## src/rtl/stream_demux.sv

```systemverilog
// stream_demux: registered 1-to-NOUT packet demultiplexer.
// A single output holding register feeds all channels; only the channel
// latched for the current packet sees out_valid. The destination is taken
// from in_sel on a packet's first beat and held until its last beat.
//
// Optional feature macro: STREAM_DEMUX_DROP_EN
//   defined   : packets whose first-beat in_sel >= NOUT are discarded and
//               reported by a one-cycle pulse on drop.
//   undefined : such packets are clamped to channel NOUT-1; drop is tied 0.
//
// state | meaning
// ------+-----------------------------------------------------------
// IDLE  | between packets; next accepted beat is a first beat
// PKT   | packet in progress, cur_sel locked
// DROP  | discarding an out-of-range packet (STREAM_DEMUX_DROP_EN only)

module stream_demux #(
  parameter int WIDTH = 8,
  parameter int NOUT  = 3,
  parameter int SELW  = 2
) (
  input  logic              clk,
  input  logic              rst,
  input  logic              in_valid,
  output logic              in_ready,
  input  logic [WIDTH-1:0]  in_data,
  input  logic              in_last,
  input  logic [SELW-1:0]   in_sel,
  output logic [NOUT-1:0]   out_valid,
  input  logic [NOUT-1:0]   out_ready,
  output logic [WIDTH-1:0]  out_data,
  output logic              out_last,
  output logic              drop
);

  // NOUT may equal 2^SELW, so the range compare needs one extra bit.
  localparam logic [SELW:0]   NOUT_X  = (SELW+1)'(NOUT);
  localparam logic [SELW-1:0] LAST_CH = SELW'(NOUT - 1);

`ifdef STREAM_DEMUX_DROP_EN
  typedef enum logic [1:0] {IDLE, PKT, DROP} state_t;
`else
  typedef enum logic [0:0] {IDLE, PKT} state_t;
`endif

  state_t            state_q, state_d;
  logic [SELW-1:0]   cur_sel, cur_sel_d;

  logic              valid_q;
  logic [WIDTH-1:0]  data_q;
  logic              last_q;
  logic [SELW-1:0]   ch_q;

  logic              sel_oor;
  logic [SELW-1:0]   dest;
  logic              discard;
  logic              rdy_sel;
  logic              accept;
  logic              load;

`ifdef STREAM_DEMUX_DROP_EN
  logic              drop_d;
  logic              drop_q;
`endif

  assign sel_oor = {1'b0, in_sel} >= NOUT_X;

  // Ready of the channel currently owning the holding register.
  always_comb begin
    rdy_sel = 1'b0;
    for (int i = 0; i < NOUT; i++) begin
      if (ch_q == SELW'(i)) rdy_sel = out_ready[i];
    end
  end

  // One-hot valid: only the latched channel sees the buffered beat.
  always_comb begin
    out_valid = '0;
    for (int i = 0; i < NOUT; i++) begin
      out_valid[i] = valid_q && (ch_q == SELW'(i));
    end
  end

  // Destination decode: first beats use in_sel, later beats the locked select.
  always_comb begin
    dest    = cur_sel;
    discard = 1'b0;
    if (state_q == IDLE) begin
      dest = sel_oor ? LAST_CH : in_sel;
`ifdef STREAM_DEMUX_DROP_EN
      discard = sel_oor;
`endif
    end
`ifdef STREAM_DEMUX_DROP_EN
    if (state_q == DROP) discard = 1'b1;
`endif
  end

  // Discarded beats bypass the holding register, so they never wait on it.
  assign in_ready = discard || !valid_q || rdy_sel;
  assign accept   = in_valid && in_ready;
  assign load     = accept && !discard;

  assign out_data = data_q;
  assign out_last = last_q;

  // Next-state logic for packet framing and select locking.
  always_comb begin
    state_d   = state_q;
    cur_sel_d = cur_sel;
`ifdef STREAM_DEMUX_DROP_EN
    drop_d    = 1'b0;
`endif
    case (state_q)
      IDLE: begin
        if (accept) begin
          cur_sel_d = dest;
`ifdef STREAM_DEMUX_DROP_EN
          if (discard) begin
            if (in_last) drop_d  = 1'b1;
            else         state_d = DROP;
          end else if (!in_last) begin
            state_d = PKT;
          end
`else
          if (!in_last) state_d = PKT;
`endif
        end
      end
      PKT: begin
        if (accept && in_last) state_d = IDLE;
      end
`ifdef STREAM_DEMUX_DROP_EN
      DROP: begin
        if (accept && in_last) begin
          state_d = IDLE;
          drop_d  = 1'b1;
        end
      end
`endif
      default: state_d = IDLE;
    endcase
  end

  // State and locked-select registers.
  always_ff @(posedge clk or posedge rst) begin
    if (rst) begin
      state_q <= IDLE;
      cur_sel <= '0;
    end else begin
      state_q <= state_d;
      cur_sel <= cur_sel_d;
    end
  end

  // Holding register: load on accept, otherwise drain when the owner is ready.
  always_ff @(posedge clk or posedge rst) begin
    if (rst) begin
      valid_q <= 1'b0;
      data_q  <= '0;
      last_q  <= 1'b0;
      ch_q    <= '0;
    end else if (load) begin
      valid_q <= 1'b1;
      data_q  <= in_data;
      last_q  <= in_last;
      ch_q    <= dest;
    end else if (rdy_sel) begin
      valid_q <= 1'b0;
    end
  end

`ifdef STREAM_DEMUX_DROP_EN
  // Drop pulse follows the edge that consumed a discarded packet's last beat.
  always_ff @(posedge clk or posedge rst) begin
    if (rst) drop_q <= 1'b0;
    else     drop_q <= drop_d;
  end

  assign drop = drop_q;
`else
  assign drop = 1'b0;
`endif

endmodule

```

## config.mk

```make
export PLATFORM = sky130hd
export DESIGN_NAME = stream_demux
export DESIGN_NICKNAME = d
export VERILOG_FILES = /design/src/rtl/stream_demux.sv
export SDC_FILE = /design/constraint.sdc
export NUM_CORES = 1
export LEC_CHECK = 0
export CAP_MARGIN = 10
export CORE_UTILIZATION = 36
export DETAILED_ROUTE_END_ITERATION = 10
export PLACE_DENSITY = 0.73
export SLEW_MARGIN = 30
export SYNTH_ARGS = -nofsm -noshare
export SYNTH_HDL_FRONTEND = slang
export SYNTH_SLANG_ARGS = --single-unit
```

## constraint.sdc

```tcl
create_clock -name clk -period 1.7 [get_ports clk]
set_input_delay 0.34 -clock clk [delete_from_list [all_inputs] [get_ports clk]]
set_output_delay 0.34 -clock clk [all_outputs]
set_load 0.02 [all_outputs]
```

==> out/metrics.yaml, run 1 <==
firstDrtPassIters: 2
fin_worst_skew_ns: 0.00914
hold_viol: 0
drt_wl_total_mm: 1.34
avgRoutedWirePerCell_um: 11.4
cts-root-buf: "clkbuf_4"
grt_max_degree: 16
drcViolationCount: 0
fp.dieW_um: 46.3
outcome: "finished, violations left"
fin_util: 0.609
crit_path_cell_trace: "mux2_4, mux2i_1, nand2_1, buf_6"
synth_area_um2: 707
r2r-start: "ch_q[1]"
top_usage_layer: "met2"
period_share: 1.04
diodes: 0
globalRouteMet1Util: 0.165
r2r_end: "cur_sel[1]"
max-slew-margin-rel: 0.616
max_freq_mhz: 567
drt-vias-per-instance: 4.50
ctsHoldBuffers: 0
gp_congestion: 0.636
fin_nets: 110
mostFrequentLayoutCells: "clkdlybuf4s50_1 (25), dfrtp_1 (14), mux2_2 (6), buf_4 (6), mux2_4 (5)"
final_common_cell: "clkdlybuf4s50_1"
maxCapViolCount: 0
area_growth_pct: 53.6
p_leak_nw: 0.496
rows: 15
crit_path_top_delay_cell: "dfrtp_2"
rr_worst_depth: 5
endpoint_kind: "primary output"
syn_avg_cell_area_um2: 12.9
track_usage: 0.134
grt_pass1_vias: 445
grt_first_pass_wirelength_mm: 1.97
rrSetupSlack_ns: 0.09
core_area_um2: 1780
ys_seq_area_frac: 0.531
pin_count: 31
die_y_um: 46.3
dp_hpwl_mm: 1.00
ys_types: 19
insertion_delay_ns: 0.28
criticalPathCategory: "reg -> out"
drive_gt1_frac: 0.315
syn_inst: 55
synth_xor_xnor_area_share: 0
clock_path_buffers: 2
ys_warn_count: 0
vias: 526
cp_max_fo: 4
slowest_delay_ns: 0.44
synthAdderAreaFrac: 0
synth_seq_cells: 15
io_buffer_count: 29
dieArea_um2: 2150
cts_tree: "built"
syn-num-nets: 72
initial_core_util: 0.396
clk_pin_slew_worst_paths_ns: 0.10
p_per_area_nw_per_um2: 1770
met2_usage: 0.208
whs_ns: 0.400
grtUsageMet3: 0.0275
ir_drop_v: 0.000826
fillers: 143
cts_buffers: 3
setup_viol: 1
postRouteAntennaNets: 0
synth_top_family_by_area: "multiplexers"
multi_input_area_um2: 290
rsz0062_at_grt: "yes"
grt_overflow_total: 0
slew_violations: 0
tightest_slew_ns: 0.575
synthMuxAreaShare: 0.244
regArea_um2: 377
antenna_found_initial: 0
post-route-min-period_ns: 1.76
startpoint_type: "register"
drt_iter0_drc: 6
h-tree-depth: 1
synthSimpleGateAreaFrac: 0.0832
critical_path_arrival_ns: 1.42
cts.sinks: 15
violations: "negative setup slack"
synth_compound_area_frac: 0.0779
layout_setup_ws_ns: -0.0622
crit_required_ns: 1.36
min_path_type: "in -> async"
[final cells by class]
cell class                      count  area share
Clock inverter                      1     0.00461
Clock buffer                        3      0.0207
Inverter                            4      0.0138
Tap cell                           25      0.0288
Sequential cell                    15       0.347
Timing Repair Buffer               36       0.318
Multi-Input combinational cell     33       0.267
[flip-flops by register name (all words and copies together), names as in the netlist, named ones only]
signal    cells
out_last      1
cur_sel       2
valid_q       1
out_data      8
ch_q          2
[synthesized netlist by cell type]
library cell  number  area [um^2]
o41ai_1            1         8.76
o221ai_4           1         26.3
nand2b_1           2         12.5
buf_4              1         7.51
dfrtp_1           15          375
buf_1              1         3.75
a21oi_1            1         5.00
inv_1              4         15.0
nor3_1             1         5.00
buf_8              1         15.0
and2b_2            1         8.76
nand2_1            4         15.0
nor2_1             3         11.3
conb_1             1         3.75
mux2i_1            3         30.0
mux2_2             6         67.6
o21ai_0            3         15.0
nor2_2             1         6.26
mux2_4             5         75.1
[how the worst max path moves through the flow]
stage                       startpoint     endpoint  cells past startpoint
final                          ch_q[1]     in_ready                      4
after global routing           ch_q[1]     in_ready                      4
after CTS                      ch_q[1]     in_ready                      4
after detailed placement  out_ready[0]     in_ready                      5
after global placement    out_ready[0]     in_ready                      5
after floorplan                ch_q[1]  out_data[0]                      4
[what timing repair did]
| action | in CTS | in global routing |
|---|---|---|
| buffers inserted | 0 | 1 |
| resized for setup | 7 | 7 |
| pin swaps | 0 | 1 |
| setup endpoints to repair | 4 | 3 |
| gates cloned | 0 | 0 |
[logic make-up after synthesis]
kind of cell	Yosys count
AOI/OAI and AO/OA	6
and+or+nand+nor	12
muxes	14
buffers and inverters	7
other	1
DFF	15
[power breakdown]
group / switching, mW / leakage (nW) / total [mW] / internal, mW
Sequential: 0.120 / 0.176 / 0.651 / 0.531
Combinational: 0.467 / 0.302 / 1.07 / 0.605
Clock: 0.116 / 0.0177 / 0.203 / 0.0873
[critical path: cells and delay by family, from the launching register on]
kind,cells,cell delay [ns]
buffers and inverters,1,0.14
flip-flops,1,0.44
AND/OR/NAND/NOR,1,0.10
multiplexers,2,0.46
[layer usage]
| metal | wire [um] | up-vias |
|---|---|---|
| met4 | 10 | 0 |
| met1 | 597 | 251 |
| li1 | - | 258 |
| met3 | 59 | 2 |
| met5 | 0 | - |
| met2 | 670 | 15 |
[through the flow]
stage	power, mW	setup slack (ns)	TNS, ns	instances	area, um^2
3_5_place_dp	1.75	-0.431	-2.38	112	1060
6_report	1.93	-0.0622	-0.0622	117	1090
4_1_cts	1.92	-0.0930	-0.0930	116	1080
3_3_place_gp	1.73	-0.405	-2.24	112	1060
2_1_floorplan	1.26	0.0646	0	55	707
5_1_grt	2.05	-0.119	-0.119	117	1090
No activity file was read; power rests on OpenSTA's default activity.
==> inputs of run 2 (changes only) <==
==> constraint.sdc (replaced) <==
create_clock -name clk -period 1.5 [get_ports clk]
set_input_delay 0.3 -clock clk [delete_from_list [all_inputs] [get_ports clk]]
set_output_delay 0.3 -clock clk [all_outputs]
set_load 0.02 [all_outputs]
==> run 2 against run 1 <==
  * Critical path type unchanged
  * Highest routed layer unchanged
  * Sequential cell count unchanged
  * Via count increased by 7.2%
  * Non-clock buffer count increased by 7
  * The flow still finishes with violations (negative setup slack)
  * Largest cell class is now buffers
  * Cell count increased by 6.0%
  * Sequential share of layout area decreased by 3.1 points
  * Die area unchanged
  * Global-route usage increased by 2.0 points
  * Count of clock-buffer cells in the layout unchanged
==> out/metrics.yaml, run 2 (synthesis gave the netlist of run 1 again) <==
maxCapViolCount: 0  # unchanged
clock_path_buffers: 2  # unchanged
crit_path_cell_trace: "mux2_4, mux2i_1, nand2_1, buf_6"
crit_required_ns: 1.20  # -0.16 ns
diodes: 0  # unchanged
drive_gt1_frac: 0.434  # +0.119
rows: 15  # unchanged
cp_max_fo: 4  # unchanged
regArea_um2: 377  # unchanged
final_area_um2: 1190  # +9.9%
layout_setup_ws_ns: -0.220  # -0.157 ns
whs_ns: 0.312  # -0.0879 ns
initial_core_util: 0.396  # unchanged
dp_hpwl_mm: 1.10  # +9.6%
critical_path_arrival_ns: 1.42  # about the same
final_common_cell: "clkdlybuf4s50_1"
criticalPathCategory: "reg -> out"
totalNegativeSetupSlack_ns: -2.30  # -2.24 ns
slew_violations: 0  # unchanged
placed_cell_area_um2: 1090  # +3.1%
p_per_area_nw_per_um2: 1990  # +12%
grt_overflow_total: 0  # unchanged
cts_tree: "built"
startpoint_type: "register"
mostFrequentLayoutCells: "clkdlybuf4s50_1 (16), dfrtp_1 (14), mux2_4 (11)"
p_leak_nw: 0.582  # +17%
insertion_delay_ns: 0.28  # about the same
endpoint_kind: "primary output"
firstDrtPassIters: 4  # +2
ctsHoldBuffers: 0  # unchanged
largest_reg_flops: 8  # unchanged
fin_nets: 117  # +6.4%
postRouteAntennaNets: 0  # unchanged
setup_viol: 15  # +14
dieArea_um2: 2150  # unchanged
final_cells: 124  # +6.0%
cts.sinks: 15  # unchanged
crit_path_top_delay_cell: "dfrtp_2"
multi_input_area_um2: 345  # +19%
critPathBufInv: 1  # unchanged
die_y_um: 46.3  # unchanged
grt_first_pass_wirelength_mm: 2.17  # +10%
drt-vias-per-instance: 4.55  # +1.2%
antenna_found_initial: 0  # unchanged
fp.dieW_um: 46.3  # unchanged
ir_drop_v: 0.00107  # +29%
io_buffer_count: 29  # unchanged
hold_viol: 0  # unchanged
outcome: "finished, violations left"
cts-root-buf: "clkbuf_4"
violations: "negative setup slack"
track_usage: 0.154  # +0.0201
fin_worst_skew_ns: 0.00973  # +0.000589 ns
grt_pass1_vias: 501  # +13%
drt_wl_total_mm: 1.57  # +17%
drt_iter0_drc: 6  # unchanged
max_freq_mhz: 582
area_growth_pct: 68.8
crit_family: "flip-flops"
grt_max_degree: 16  # unchanged
rsz0062_at_grt: "yes"
clk_pin_slew_worst_paths_ns: 0.10  # about the same
period_share: 1.15
cts_buffers: 3  # unchanged
drcViolationCount: 0  # unchanged
avgRoutedWirePerCell_um: 12.6  # +11%
placed_cells: 118  # +5.4%
post-route-min-period_ns: 1.72
vias: 564  # +7.2%
min_path_type: "in -> async"
fillers: 148  # +3.5%
gp_congestion: 0.697  # +9.7%
h-tree-depth: 1  # unchanged
core_area_um2: 1780  # unchanged
slowest_delay_ns: 0.45  # about the same
pin_count: 31  # unchanged
fin_util: 0.669  # +0.0604
run 2: cell types whose count changed in the layout (fill, tap and decap cells not counted), sizes merged:
cell and change:
dlygate4sd2 +8, clkdlybuf4s50 -9, buf +10, clkbuf -2
run 2: final timing paths:
kind,startpoint,to,slack (ns),cells after the start
max in group asynchronous,rst,ch_q[1],0.99,3
setup / recovery,ch_q[1],in_ready,-0.22,4
min in group clk,out_data[4],out_data[4],0.51,1
hold / removal,rst,out_data[3],0.31,3
hold reg to reg,out_data[4],out_data[4],0.51,1
setup reg to reg,ch_q[1],cur_sel[1],-0.22,6
run 2: worst register-to-register path, cell delays in order, from the launching register on:
cell,delay (ns)
dfrtp_2,0.45
mux2_4,0.32
buf_6,0.12
o221ai_4,0.22
buf_6,0.17
nor2_4,0.04
mux2_4,0.30
run 2: power by group:
group | switching, mW | internal (mW)
Combinational | 0.605 | 0.782
Clock | 0.130 | 0.0989
Sequential | 0.156 | 0.602
Total | 0.892 | 1.48
run 2: through the flow:
stage                     power, mW  setup WS (ns)
final                          2.37         -0.220
after detailed placement       2.02         -0.546
after global placement         2.00         -0.495
after global routing           2.53         -0.291
after floorplan                1.43         -0.110
after CTS                      2.27         -0.208
run 2: final cells by class:
| class | count | area share |
|---|---|---|
| clock buffer | 3 | 0.0189 |
| clock inverter | 1 | 0.00419 |
| inverter | 4 | 0.0126 |
| multi-input combinational | 33 | 0.289 |
| sequential | 15 | 0.316 |
| tap | 25 | 0.0262 |
| timing repair buffer | 43 | 0.333 |
run 2: layer usage:
| layer | vias up | share of wire | GRT usage |
|---|---|---|---|
| met1 | 270 | 0.40 | 0.181 |
| met3 | 4 | 0.053 | 0.0431 |
| met5 | - | 0 | 0 |
| met4 | 0 | 0.018 | 0.0882 |
| met2 | 18 | 0.53 | 0.247 |
| li1 | 272 | - | - |
run 2: repair_timing:
action / CTS / global route
setup buffers: 3 / 0
hold endpoints to repair: 0 / 0
pin swaps: 4 / 3
resized for setup: 34 / 18
endpoints found under the setup margin: 27 / 17
==> variant 1: new RTL, config.mk and constraints of run 2 <==
Change the parameter `WIDTH` from 8 to 10.
--- a/src/rtl/stream_demux.sv
+++ b/src/rtl/stream_demux.sv
@@ -16,5 +16,5 @@
 
 module stream_demux #(
-  parameter int WIDTH = 8,
+  parameter int WIDTH = 10,
   parameter int NOUT  = 3,
   parameter int SELW  = 2
Ports: changed (resized in_data and out_data); port bits go from 31 to 35. The function was not compared with the original's and may differ.
==> variant 1 against run 2 <==
The flow still finishes with violations (setup timing); sequential power is 7.9% higher; cell area grew 15%; sequential cell count grew 2; largest cell class unchanged; power increased by 13%; critical path depth is the same; routed wire length is 22% higher; area after synthesis is 6.7% higher; critical path type unchanged; setup slack better by 0.031 ns.
==> variant 1: results (changes against run 2) <==
first_global_vias: 642  # +28%
seq_area_frac_synth_pct: 56.4  # +3.3 points
nFillCells: 153  # +3.4%
grt_max_degree: 13  # -3
skew_ns: 0.000709  # -0.00902 ns
synthTopCellsByCount: "dfrtp_1 (17), mux2_1 (7), mux2_2 (6)"
hpwlAfterDp_mm: 1.31  # +19%
fin_nets: 127  # +8.5%
ir_drop_mv: 1.09  # +2.0%
dp_slack_ns: -0.550  # -0.00379 ns
r2r_start: "ch_q[1]$_DFFE_PP0P_"
synth_compound_area_share_pct: 4.81  # -3.0 points
largest_register_ffs: 10  # +2
setup_viol: 16  # +1
drt-total-wl_mm: 1.92  # +22%
synth.avg_cell_area_um2: 13.5  # +4.8%
ff2ff_path_depth: 4  # -2
p_switching_w: 0.00101  # +13%
dr.first_iter.drc_count: 0  # -6
synth_nets: 75  # +4.2%
synthTopCellsByArea: "dfrtp_1 (56%), mux2_1 (10%), mux2_2 (9.0%), mux2i_1 (5.3%), o221ai_4 (3.5%)"
status: "finished, violations left"
powerDensity_nw_per_um2: 1950  # -2.1%
rrSetupSlack_ns: -0.13  # +0.09 ns
r2r_end: "out_data[7]$_DFFE_PP0P_"
track_usage_pct: 17.9  # +2.5 points
dr_total_vias: 621  # +10%
dp.cells: 124  # +5.1%
io_buffer_count: 33  # +14%
gp_congestion: 0.713  # +2.3%
leakage_nw: 0.659  # +13%
setup_ws_ns: -0.189  # +0.0309 ns
cp.arrival_ns: 1.39  # -0.03 ns
cp_slowest_cell: "dfrtp_1"
path_max_fanout: 2  # -2
grt_pass1_wl_mm: 2.68  # +24%
slowest_delay_ns: 0.41  # -0.04 ns
wl_per_cell_um: 14.3  # +13%
holdWs_ns: 0.206  # -0.105 ns
ys_types: 16  # -3
firstDrtPassIters: 1  # -3
synth.area.mux_share_pct: 26.7  # +2.3 points
place_area_um2: 1210  # +11%
drive_gt1_share_pct: 44.9  # +1.4 points
violations: "setup timing"
-- variant 1: through the flow --
| step | setup TNS, ns | total power [W] |
|---|---|---|
| after global routing | -2.45 | 0.00282 |
| final | -1.73 | 0.00267 |
| after detailed placement | -6.48 | 0.00222 |
| after floorplan | -0.766 | 0.00155 |
| after CTS | -1.44 | 0.00260 |
| after global placement | -6.04 | 0.00218 |
-- variant 1: cell type report --
type | instances | share of cell area [%]
Timing Repair Buffer | 49 | 35.2
Sequential cell | 17 | 31.0
Multi-Input combinational cell | 34 | 28.3
Tap cell | 27 | 2.46
Clock buffer | 3 | 1.64
Inverter | 3 | 0.820
Clock inverter | 1 | 0.546
-- variant 1: how the worst max path moves through the flow --
stage | end | slack [ns]
floorplan | out_data[6]$_DFFE_PP0P_ | -0.13
global placement | in_ready | -0.51
finish | in_ready | -0.19
detailed placement | in_ready | -0.55
global route | in_ready | -0.24
CTS | in_ready | -0.19
-- variant 1: power by group through the flow --
stage                     Sequential [W]  Combinational (W)  Clock [W]
after floorplan                  0.00100           0.000549          0
after global placement          0.000814            0.00137          0
after detailed placement        0.000821            0.00140          0
after CTS                       0.000815            0.00152   0.000261
after global routing            0.000839            0.00170   0.000284
final                           0.000818            0.00160   0.000253
-- variant 1: worst max-delay path: cells and delay by family (launching register included) --
family | cells | cell delay (ns)
buf+inv | 1 | 0.14
flops | 1 | 0.41
mux | 2 | 0.46
simple gates | 1 | 0.09
-- variant 1: metal layers --
layer / routed length [um] / track usage (%) / vias to the layer above
li1: - / - / 290
met1: 730 / 19.5 / 305
met2: 1070 / 31.4 / 24
met3: 101 / 3.40 / 2
met4: 20 / 11.7 / 0
met5: 0 / 0 / -
-- variant 1: timing repair --
item,CTS,global route
pin swaps,2,4
gates cloned,0,0
resized for setup,51,12
setup endpoints to repair,29,20
buffers inserted,6,0
==> variant 2: new RTL, config.mk and constraints of run 2 <==
Made on the original files. Build with the macro `STREAM_DEMUX_DROP_EN` defined.
--- a/src/rtl/stream_demux.sv
+++ b/src/rtl/stream_demux.sv
@@ -14,4 +14,6 @@
 // PKT   | packet in progress, cur_sel locked
 // DROP  | discarding an out-of-range packet (STREAM_DEMUX_DROP_EN only)
+
+`define STREAM_DEMUX_DROP_EN
 
 module stream_demux #(
Formal check against the unedited RTL: not equivalent (Yosys sat finds a counterexample within 4 cycles, from zero or initial values and one cycle with rst high).
==> variant 2 against run 2 <==
The flow still finishes with violations (setup timing); setup slack worse by 0.045 ns; core utilization grew 0.28 points; cell area grew 26%; sequential cell count up 2; first-iteration DRC count fell by 33%; area after synthesis rose by 22%; routed wire length grew 37%; count of clock-buffer cells in the layout rose by 1; global-route usage grew 1.9 points; critical path depth rose by 4; power increased by 31%; largest cell class is now multi-input combinational cells; largest power group unchanged.
==> variant 2: results (changes against run 2) <==
synth.avg_cell_area_um2: 12.4  # -3.8%
dr.first_iter.drc_count: 4  # -2
violations: "setup timing"
cp.arrival_ns: 1.95  # +0.53 ns
path_max_fanout: 5  # +1
drt-total-wl_mm: 2.15  # +37%
dr_wl_met3_um: 86  # +3.6%
nNonClkBuffers: 51  # +19%
hpwlAfterDp_mm: 1.35  # +23%
place_area_um2: 1350  # +24%
inverters: 3  # -1
clk_share_pct: 1.75  # -0.56 points
drive_gt1_share_pct: 45.5  # +2.1 points
dr_total_vias: 746  # +32%
track_usage_pct: 17.3  # +1.9 points
ir_drop_mv: 1.41  # +32%
holdWs_ns: 0.292  # -0.0196 ns
met3_usage_pct: 2.68  # -1.6 points
synthToLayoutAreaGrowth_pct: 73.4
r2r_start: "state_q[1]$_DFFE_PP0P_"
seq_area_frac_synth_pct: 49.1  # -4.0 points
seq_share_pct: 28.4  # -3.1 points
use_met2_pct: 29.4  # +4.7 points
ys_types: 27  # +8
grt_max_degree: 18  # +2
leakage_nw: 0.712  # +22%
final.setup.tns_ns: -3.33  # -1.03 ns
setup_viol: 16  # +1
status: "finished, violations left"
clkbuf_count: 4  # +1
grt_pass1_wl_mm: 3.24  # +49%
synthTopCellsByArea: "dfrtp_1 (49%), mux2_4 (10%), mux2_2 (6.5%), mux2i_1 (3.5%), ha_1 (2.9%)"
io_buffer_count: 30  # +3.4%
slowest_delay_ns: 0.41  # -0.04 ns
dp_slack_ns: -0.534  # +0.0123 ns
cts_num_sinks: 17  # +2
nFillCells: 177  # +20%
insertion_delay_ns: 0.30  # +0.02 ns
cp-end-kind: "register"
r2r_end: "out_data[6]$_DFFE_PP0P_"
fin_nets: 143  # +22%
ff2ff_path_depth: 8  # +2
synthTopCellsByCount: "dfrtp_1 (17), mux2_4 (6), mux2_2 (5), nand2_1 (5), nor2_1 (4)"
firstDrtPassIters: 2  # -2
setup_ws_ns: -0.264  # -0.0446 ns
nonClkBufAreaFrac_pct: 32.9  # -0.42 points
multi_input_area_share_pct: 33.8  # +4.9 points
p_int_w: 0.00194  # +31%
wl_met2_mm: 1.06  # +29%
wl_met1_um: 964  # +53%
use_met1_pct: 20.5  # +2.4 points
skew_ns: 0.0110  # +0.00125 ns
cp_slowest_cell: "dfrtp_1"
nMultiInputCombCells: 48  # +45%
cp-start-kind: "register"
variant 2: cells by family (layout without fill, tap and decap cells):
group	after synthesis	after routing	share of synthesized area [%]
AND/OR/NAND/NOR	20	20	13.3
flip-flops	17	17	49.1
multiplexers	14	14	20.4
AO/OA/AOI/OAI	12	12	9.97
buffers and inverters	5	58	4.33
adder cells (fa/ha/maj)	2	2	2.89
variant 2: power by group through the flow:
stage / Combinational, W / Sequential, W / Clock, W
2_1_floorplan: 0.000885 / 0.000972 / 0
3_3_place_gp: 0.00171 / 0.000818 / 0
3_5_place_dp: 0.00174 / 0.000834 / 0
4_1_cts: 0.00172 / 0.000826 / 0.000266
5_1_grt: 0.00214 / 0.000867 / 0.000285
6_report: 0.00202 / 0.000833 / 0.000252
variant 2: repair_timing:
| action | in CTS | in global routing |
|---|---|---|
| endpoints found under the setup margin | 29 | 18 |
| buffers inserted | 3 | 1 |
| pin swaps | 0 | 4 |
| gates cloned | 0 | 1 |
| resized for setup | 36 | 18 |
